### config.mk
export PLATFORM = sky130hd
export DESIGN_NAME = tlb_entry_queue
export DESIGN_NICKNAME = d
export VERILOG_FILES = /design/src/rtl/tlb_pkg.sv /design/src/rtl/tlb_entry_queue.sv
export SDC_FILE = /design/constraint.sdc
export NUM_CORES = 1
export LEC_CHECK = 0
export CAP_MARGIN = 20
export CORE_MARGIN = 8
export CORE_UTILIZATION = 40
export DETAILED_ROUTE_END_ITERATION = 7
export PLACE_DENSITY = 0.71
export SKIP_CTS_REPAIR_TIMING = 1
export SYNTH_ARGS = -nofsm -noshare
export SYNTH_HDL_FRONTEND = slang
export SYNTH_SLANG_ARGS = --single-unit
### constraint.sdc
create_clock -name clock -period 3.08 [get_ports clock]
set_clock_uncertainty 0.2 [all_clocks]
set_input_delay 0.616 -clock clock [delete_from_list [all_inputs] [get_ports clock]]
set_output_delay 0.616 -clock clock [all_outputs]
set_load 0.05 [all_outputs]
### src/rtl/tlb_pkg.sv
// Shared types and helpers for TLB refill entry queues.
// Holds the permission/fault flag bundle, the entry layout and the fault reduction.
// No logic of its own; imported by the queue and its neighbours.
package tlb_pkg;

  localparam int PPN_W_DEFAULT = 21;
  localparam int DEPTH_DEFAULT = 2;

  // Seven permission/fault flags carried alongside every page number.
  typedef struct packed {
    logic u;
    logic ae_ptw;
    logic ae_final;
    logic pf;
    logic gf;
    logic sx;
    logic px;
  } tlb_flags_t;

  // Entry at the default page-number width. Modules with a non-default PPN_W
  // build the same layout locally as { logic [PPN_W-1:0] ppn; tlb_flags_t flags; }.
  typedef struct packed {
    logic [PPN_W_DEFAULT-1:0] ppn;
    tlb_flags_t               flags;
  } tlb_entry_t;

  // An entry is faulting if any access-exception, page-fault or guest-fault flag is set.
  function automatic logic tlb_fault(input tlb_flags_t f);
    return f.ae_ptw | f.ae_final | f.pf | f.gf;
  endfunction

endpackage

### src/rtl/tlb_entry_queue.sv
// FIFO of TLB entries (page number plus seven flags), DEPTH slots, strict order.
// Latency: one cycle from enqueue to visibility at deq; no bypass, no flow-through.
// Backpressure: enq_ready from count only (count<DEPTH); flush/reset drop everything.
module tlb_entry_queue
  import tlb_pkg::*;
#(
  parameter int PPN_W = PPN_W_DEFAULT,
  parameter int DEPTH = DEPTH_DEFAULT
) (
  input  logic                       clock,
  input  logic                       reset,
  input  logic                       io_flush,
  input  logic                       io_enq_valid,
  output logic                       io_enq_ready,
  input  logic [PPN_W-1:0]           io_enq_bits_ppn,
  input  logic                       io_enq_bits_u,
  input  logic                       io_enq_bits_ae_ptw,
  input  logic                       io_enq_bits_ae_final,
  input  logic                       io_enq_bits_pf,
  input  logic                       io_enq_bits_gf,
  input  logic                       io_enq_bits_sx,
  input  logic                       io_enq_bits_px,
  output logic                       io_deq_valid,
  input  logic                       io_deq_ready,
  output logic [PPN_W-1:0]           io_deq_bits_ppn,
  output logic                       io_deq_bits_u,
  output logic                       io_deq_bits_ae_ptw,
  output logic                       io_deq_bits_ae_final,
  output logic                       io_deq_bits_pf,
  output logic                       io_deq_bits_gf,
  output logic                       io_deq_bits_sx,
  output logic                       io_deq_bits_px,
  output logic                       io_deq_fault,
  output logic [$clog2(DEPTH+1)-1:0] io_count
);

  localparam int PTR_W = (DEPTH > 1) ? $clog2(DEPTH) : 1;
  localparam int CNT_W = $clog2(DEPTH + 1);

  typedef struct packed {
    logic [PPN_W-1:0] ppn;
    tlb_flags_t       flags;
  } entry_t;

  entry_t           mem [DEPTH];
  logic [PTR_W-1:0] rd_ptr;
  logic [PTR_W-1:0] wr_ptr;
  logic [CNT_W-1:0] count;
  logic             enq_fire;
  logic             deq_fire;
  entry_t           enq_entry;
  entry_t           head;

  // Pointers wrap explicitly at DEPTH-1 so non-power-of-two depths work.
  function automatic logic [PTR_W-1:0] next_ptr(input logic [PTR_W-1:0] p);
    return (p == PTR_W'(DEPTH - 1)) ? '0 : p + 1'b1;
  endfunction

  assign io_enq_ready = (count < CNT_W'(DEPTH));
  assign io_deq_valid = (count != '0);
  // Flush suppresses both handshakes; ready/valid themselves stay count-derived.
  assign enq_fire     = io_enq_valid & io_enq_ready & ~io_flush;
  assign deq_fire     = io_deq_valid & io_deq_ready & ~io_flush;

  assign enq_entry.ppn            = io_enq_bits_ppn;
  assign enq_entry.flags.u        = io_enq_bits_u;
  assign enq_entry.flags.ae_ptw   = io_enq_bits_ae_ptw;
  assign enq_entry.flags.ae_final = io_enq_bits_ae_final;
  assign enq_entry.flags.pf       = io_enq_bits_pf;
  assign enq_entry.flags.gf       = io_enq_bits_gf;
  assign enq_entry.flags.sx       = io_enq_bits_sx;
  assign enq_entry.flags.px       = io_enq_bits_px;

  // Storage is never reset: a write during reset lands in a slot the reset pointers ignore.
  always_ff @(posedge clock) begin
    if (enq_fire) begin
      mem[wr_ptr] <= enq_entry;
    end
  end

  // Pointer and occupancy tracking; reset outranks flush, flush outranks handshakes.
  always_ff @(posedge clock) begin
    if (reset || io_flush) begin
      rd_ptr <= '0;
      wr_ptr <= '0;
      count  <= '0;
    end else begin
      if (enq_fire) wr_ptr <= next_ptr(wr_ptr);
      if (deq_fire) rd_ptr <= next_ptr(rd_ptr);
      case ({enq_fire, deq_fire})
        2'b10:   count <= count + CNT_W'(1);
        2'b01:   count <= count - CNT_W'(1);
        default: count <= count;
      endcase
    end
  end

  assign head                 = mem[rd_ptr];
  assign io_deq_bits_ppn      = head.ppn;
  assign io_deq_bits_u        = head.flags.u;
  assign io_deq_bits_ae_ptw   = head.flags.ae_ptw;
  assign io_deq_bits_ae_final = head.flags.ae_final;
  assign io_deq_bits_pf       = head.flags.pf;
  assign io_deq_bits_gf       = head.flags.gf;
  assign io_deq_bits_sx       = head.flags.sx;
  assign io_deq_bits_px       = head.flags.px;
  // Qualified by valid so stale storage never reports a fault.
  assign io_deq_fault         = io_deq_valid & tlb_fault(head.flags);
  assign io_count             = count;

endmodule

# Word-level counts from Yosys, hierarchy flattened

Memories as Yosys holds them, arrays and structs flattened. A register that Yosys moved wholly into a read port is not among the register bits.
Index checks and enable logic that the tools add are counted.

Add/subtract/negate cells: 4
Magnitude comparators: 1
Equal/unequal tests: 2
Muxes and demuxes: 7
Bitwise logic cells: 9
Reduce and logical (&&, ||, !) cells: 3

Operators with widths:

| cell                                              | count |
|---|---|
| 2-to-1 mux 1 bit                                  | 6 |
| bitwise AND 1 bit                                 | 5 |
| one-hot mux 2 bit (2 select lines)                | 1 |
| nonzero test 2 bit                                | 2 |
| OR 1 bit                                          | 3 |
| adder 1 bit (second input constant)               | 2 |
| adder 2 x 1 -> 2 bit (second input constant)      | 1 |
| == test 2 x 1 -> 1 bit (second input constant)    | 1 |
| == test 2 bit (second input constant)             | 1 |
| < comparator 2 bit (second input constant)        | 1 |
| subtractor 2 x 1 -> 2 bit (second input constant) | 1 |
| logical OR 1 bit                                  | 1 |
| NOT 1 bit                                         | 1 |

Register bits after elaboration: 4
Bits in writable memories: 56
Input port bits: 33
Output and inout bits: 33
Logic and storage cells: 30
Memories kept: 1

Memories:

| name | words | width | rd ports | clocked after memory_dff | write ports | line                  | source |
|---|---|---|---|---|---|---|---|
| mem  | 2     | 28    | 1        | 1                        | 1           | tlb_entry_queue.sv:45 | `entry_t mem [DEPTH];` |

# Longest topological paths before layout

Depth after elaboration: 5
Depth in mapped cells: 6
Depth with buffers taken out: 6

# Least setup slack after synthesis

No wires, ideal clock.

Path kind: input port to flip-flop
Start: input io_flush
End: memory mem[0][0] in the netlist's numbering, enable pin
Setup time: 0.413 ns
Data arrival time: 2.212 ns
Data required time: 2.467 ns
Setup slack: 0.255 ns
Stages: 3
Buffers on the path: 0
Cell sequence: nor3b_1 > inv_1 > nor2_1

Word-level cells in the longest chain between the ends: 4

Ends and longest elaborated chain:

| what                                   | line                  | source |
|---|---|---|
| start: declaration                     | tlb_entry_queue.sv:12 | `input logic io_flush,` |
| NOT 1 bit                              | tlb_entry_queue.sv:62 | `assign enq_fire = io_enq_valid & io_enq_ready & ~io_flush;` |
| bitwise AND 1 bit                      | tlb_entry_queue.sv:62 |  |
| 2-to-1 mux 1 bit                       | tlb_entry_queue.sv:76 | `if (enq_fire) begin` |
| 2-to-1 mux 1 bit (not written as such) | tlb_entry_queue.sv:77 | `mem[wr_ptr] <= enq_entry;` |
| end: declaration                       | tlb_entry_queue.sv:45 |  |

Every way passes these cells.

==> summary.txt <==
Status -> finished clean
Worst slew pin tran -> 0.513 ns
Number of diodes -> 0
Post-synth top cells -> edfxtp_1 (56), mux2_2 (26), dfxtp_1 (5), nor3_1 (4)
Die extent in y -> 91.2 µm
Leak -> 1.12 nW
Total chip power -> 1.69 mW
Fin. Hold Viols -> 0
Worst setup SP type -> register
Slew Limit Fails -> 0
Row count -> 27
Worst Hold Path Cells -> 2
Worst hold endpoint -> io_count[1]
Hold Startpoint -> io_count[1]
CTS tree -> done
Synth warn -> 0
Critical path capture point type -> primary output
Met1 WL -> 1.78 mm
GPL Wtd Cong -> 0.671
Relative slew slack -> 0.657
Worst-Skew Late Latency -> 0.31 ns
Largest net degree at the start of global routing -> 29
Req. time, crit path -> 2.26 ns
Crit Path Category -> reg -> out
DR pass1 iterations -> 3
Max Cap Viol -> 0
VDD IR max -> 0.257 mV
Worst R2R Setup Slack -> 0.90 ns
Post-synth EDFFs -> 56
Met3 WL -> 329 µm
Clock tree root driver cell -> clkbuf_8
Post-Syn Nets -> 147
TritonCTS Buffers -> 9
Async set or reset register ratio after synthesis -> 0
Reg-to-Reg Start -> io_count[1]
Worst hold path class -> reg -> reg
Via count -> 1,257
Per-cell routed wire length -> 16.8 µm
# DRC -> 0
Fin nets -> 224
Pwr/cell area -> 530 mW/mm²
Clock Sinks -> 61
Synthesis-to-finish area growth -> 41.1%
Area of the mapped netlist -> 0.00226 mm²
Maximum clock frequency -> 0.361 GHz
# port buffers -> 65
GRT Residual Overflow -> 0
CP arrival -> 1.95 ns
Initial Util -> 0.414
Number of global-route vias before repair -> 1,444
Clock tree buffer depth -> 2
Fin crit share -> 0.899
Layout cells sized above 1 -> 0.374
Final setup fails -> 0
Highest metal used -> met4
Die area -> 0.00832 mm²
H-tree depth -> 3
Syn Inst Count -> 113
GRT Total Usage -> 0.110
Syn_area_per_cell -> 20.0 µm²
Synth top area cells -> edfxtp_1 (74%), mux2_2 (13%), dfxtp_1 (4.4%)
DR iter-0 viols -> 54
Core region area -> 0.00547 mm²
FF-to-FF path depth -> 5
Capturing point of the worst reg2reg path -> io_count[1]
Fillers -> 427
WL final -> 4.48 mm
Area leader, netlist -> edfxtp_1
Unrepaired setup endpoints after global routing -> false
Ys flop type -> edfxtp_1
Most common cell in the netlist -> edfxtp_1
Synth cell types -> 19
Final worst path period need -> 2.77 ns
Antenna-violating nets left -> 0
Final setup TNS -> 0 ns
First-pass GRT wire length -> 7.13 mm
Top cell type's share of synthesized area -> 0.743
Via density -> 4.71
FF+latch count, synth -> 61
Initial antenna violation count -> 0
Die width -> 91.2 µm
Seq/Total Area, Yosys -> 0.787
Met2 wire len -> 2.34 mm
Worst-path clk slew -> 0.06 ns
Critical Path Fanout Max -> 13
Post-DP HPWL -> 3.31 mm
Io pins -> 66
cell usage in the layout (no fill, tap or decap), drive strengths merged, types with 3 or more instances in the layout:
cell | synthesis | layout
clkinv | 0 | 3
nor3 | 4 | 4
clkbuf | 0 | 13
mux2 | 28 | 28
edfxtp | 56 | 56
dfxtp | 5 | 5
buf | 3 | 33
clkdlybuf4s50 | 0 | 36
power breakdown:
part / switching [mW] / leakage, nW / internal, mW
logic: 0.118 / 0.486 / 0.0942
clock network: 0.260 / 0.0765 / 0.286
registers: 0.00610 / 0.555 / 0.929
total: 0.384 / 1.12 / 1.31
layer usage:
metal,global-route usage,up-vias
li1,-,592
met1,0.113,617
met3,0.0444,4
met5,0,-
met4,0.0532,0
met2,0.191,44
logic make-up (layout without fill, tap and decap cells):
kind of cell,Yosys count,after routing,share of synthesized area
AO/OA/AOI/OAI,4,4,0.0127
XOR/XNOR,4,4,0.0155
adder cells (fa/ha/maj),1,1,0.00553
buffers and inverters,5,87,0.0127
flip-flops,61,61,0.787
multiplexers,28,28,0.143
AND/OR/NAND/NOR,10,10,0.0238
area by class of cell:
cell class / count / area (µm²) / area share
clock buffer: 13 / 139 / 0.0435
clock inverter: 3 / 12.5 / 0.00392
inverter: 2 / 7.51 / 0.00235
multi-input combinational: 47 / 455 / 0.143
sequential: 61 / 1780 / 0.558
tap: 72 / 90.1 / 0.0282
timing repair buffer: 69 / 708 / 0.222
critical path, stage by stage, from the launching register on:
cell and delay, ns:
dfxtp_1 0.43, buf_4 0.27, mux2_4 0.34, o41a_1 0.40
buf_4 0.19
sequential cells by signal, summed over array words and instances (netlist names), named ones only:
signal    flops
mem          56
io_count      2
rd_ptr        1
wr_ptr        1
through the flow:
stage	util	instance area, µm²	hold slack, ns	instances	worst slack (ns)
5_1_grt	0.584	3190	0.436	267	0.173
3_3_place_gp	0.556	3040	0.335	251	0.328
4_1_cts	0.584	3190	0.382	267	0.252
6_report	0.584	3190	0.382	267	0.312
2_1_floorplan	-	2260	0.320	113	0.255
3_5_place_dp	0.556	3040	0.375	251	0.119
worst max path at each step:
stage	startpoint	endpoint
floorplan	io_flush	mem[0][0]
global placement	io_flush	io_count[1]
detailed placement	io_flush	io_count[1]
CTS	register	io_deq_fault
global route	register	io_deq_fault
finish	register	io_deq_fault
(Power assumes the default switching activity.)
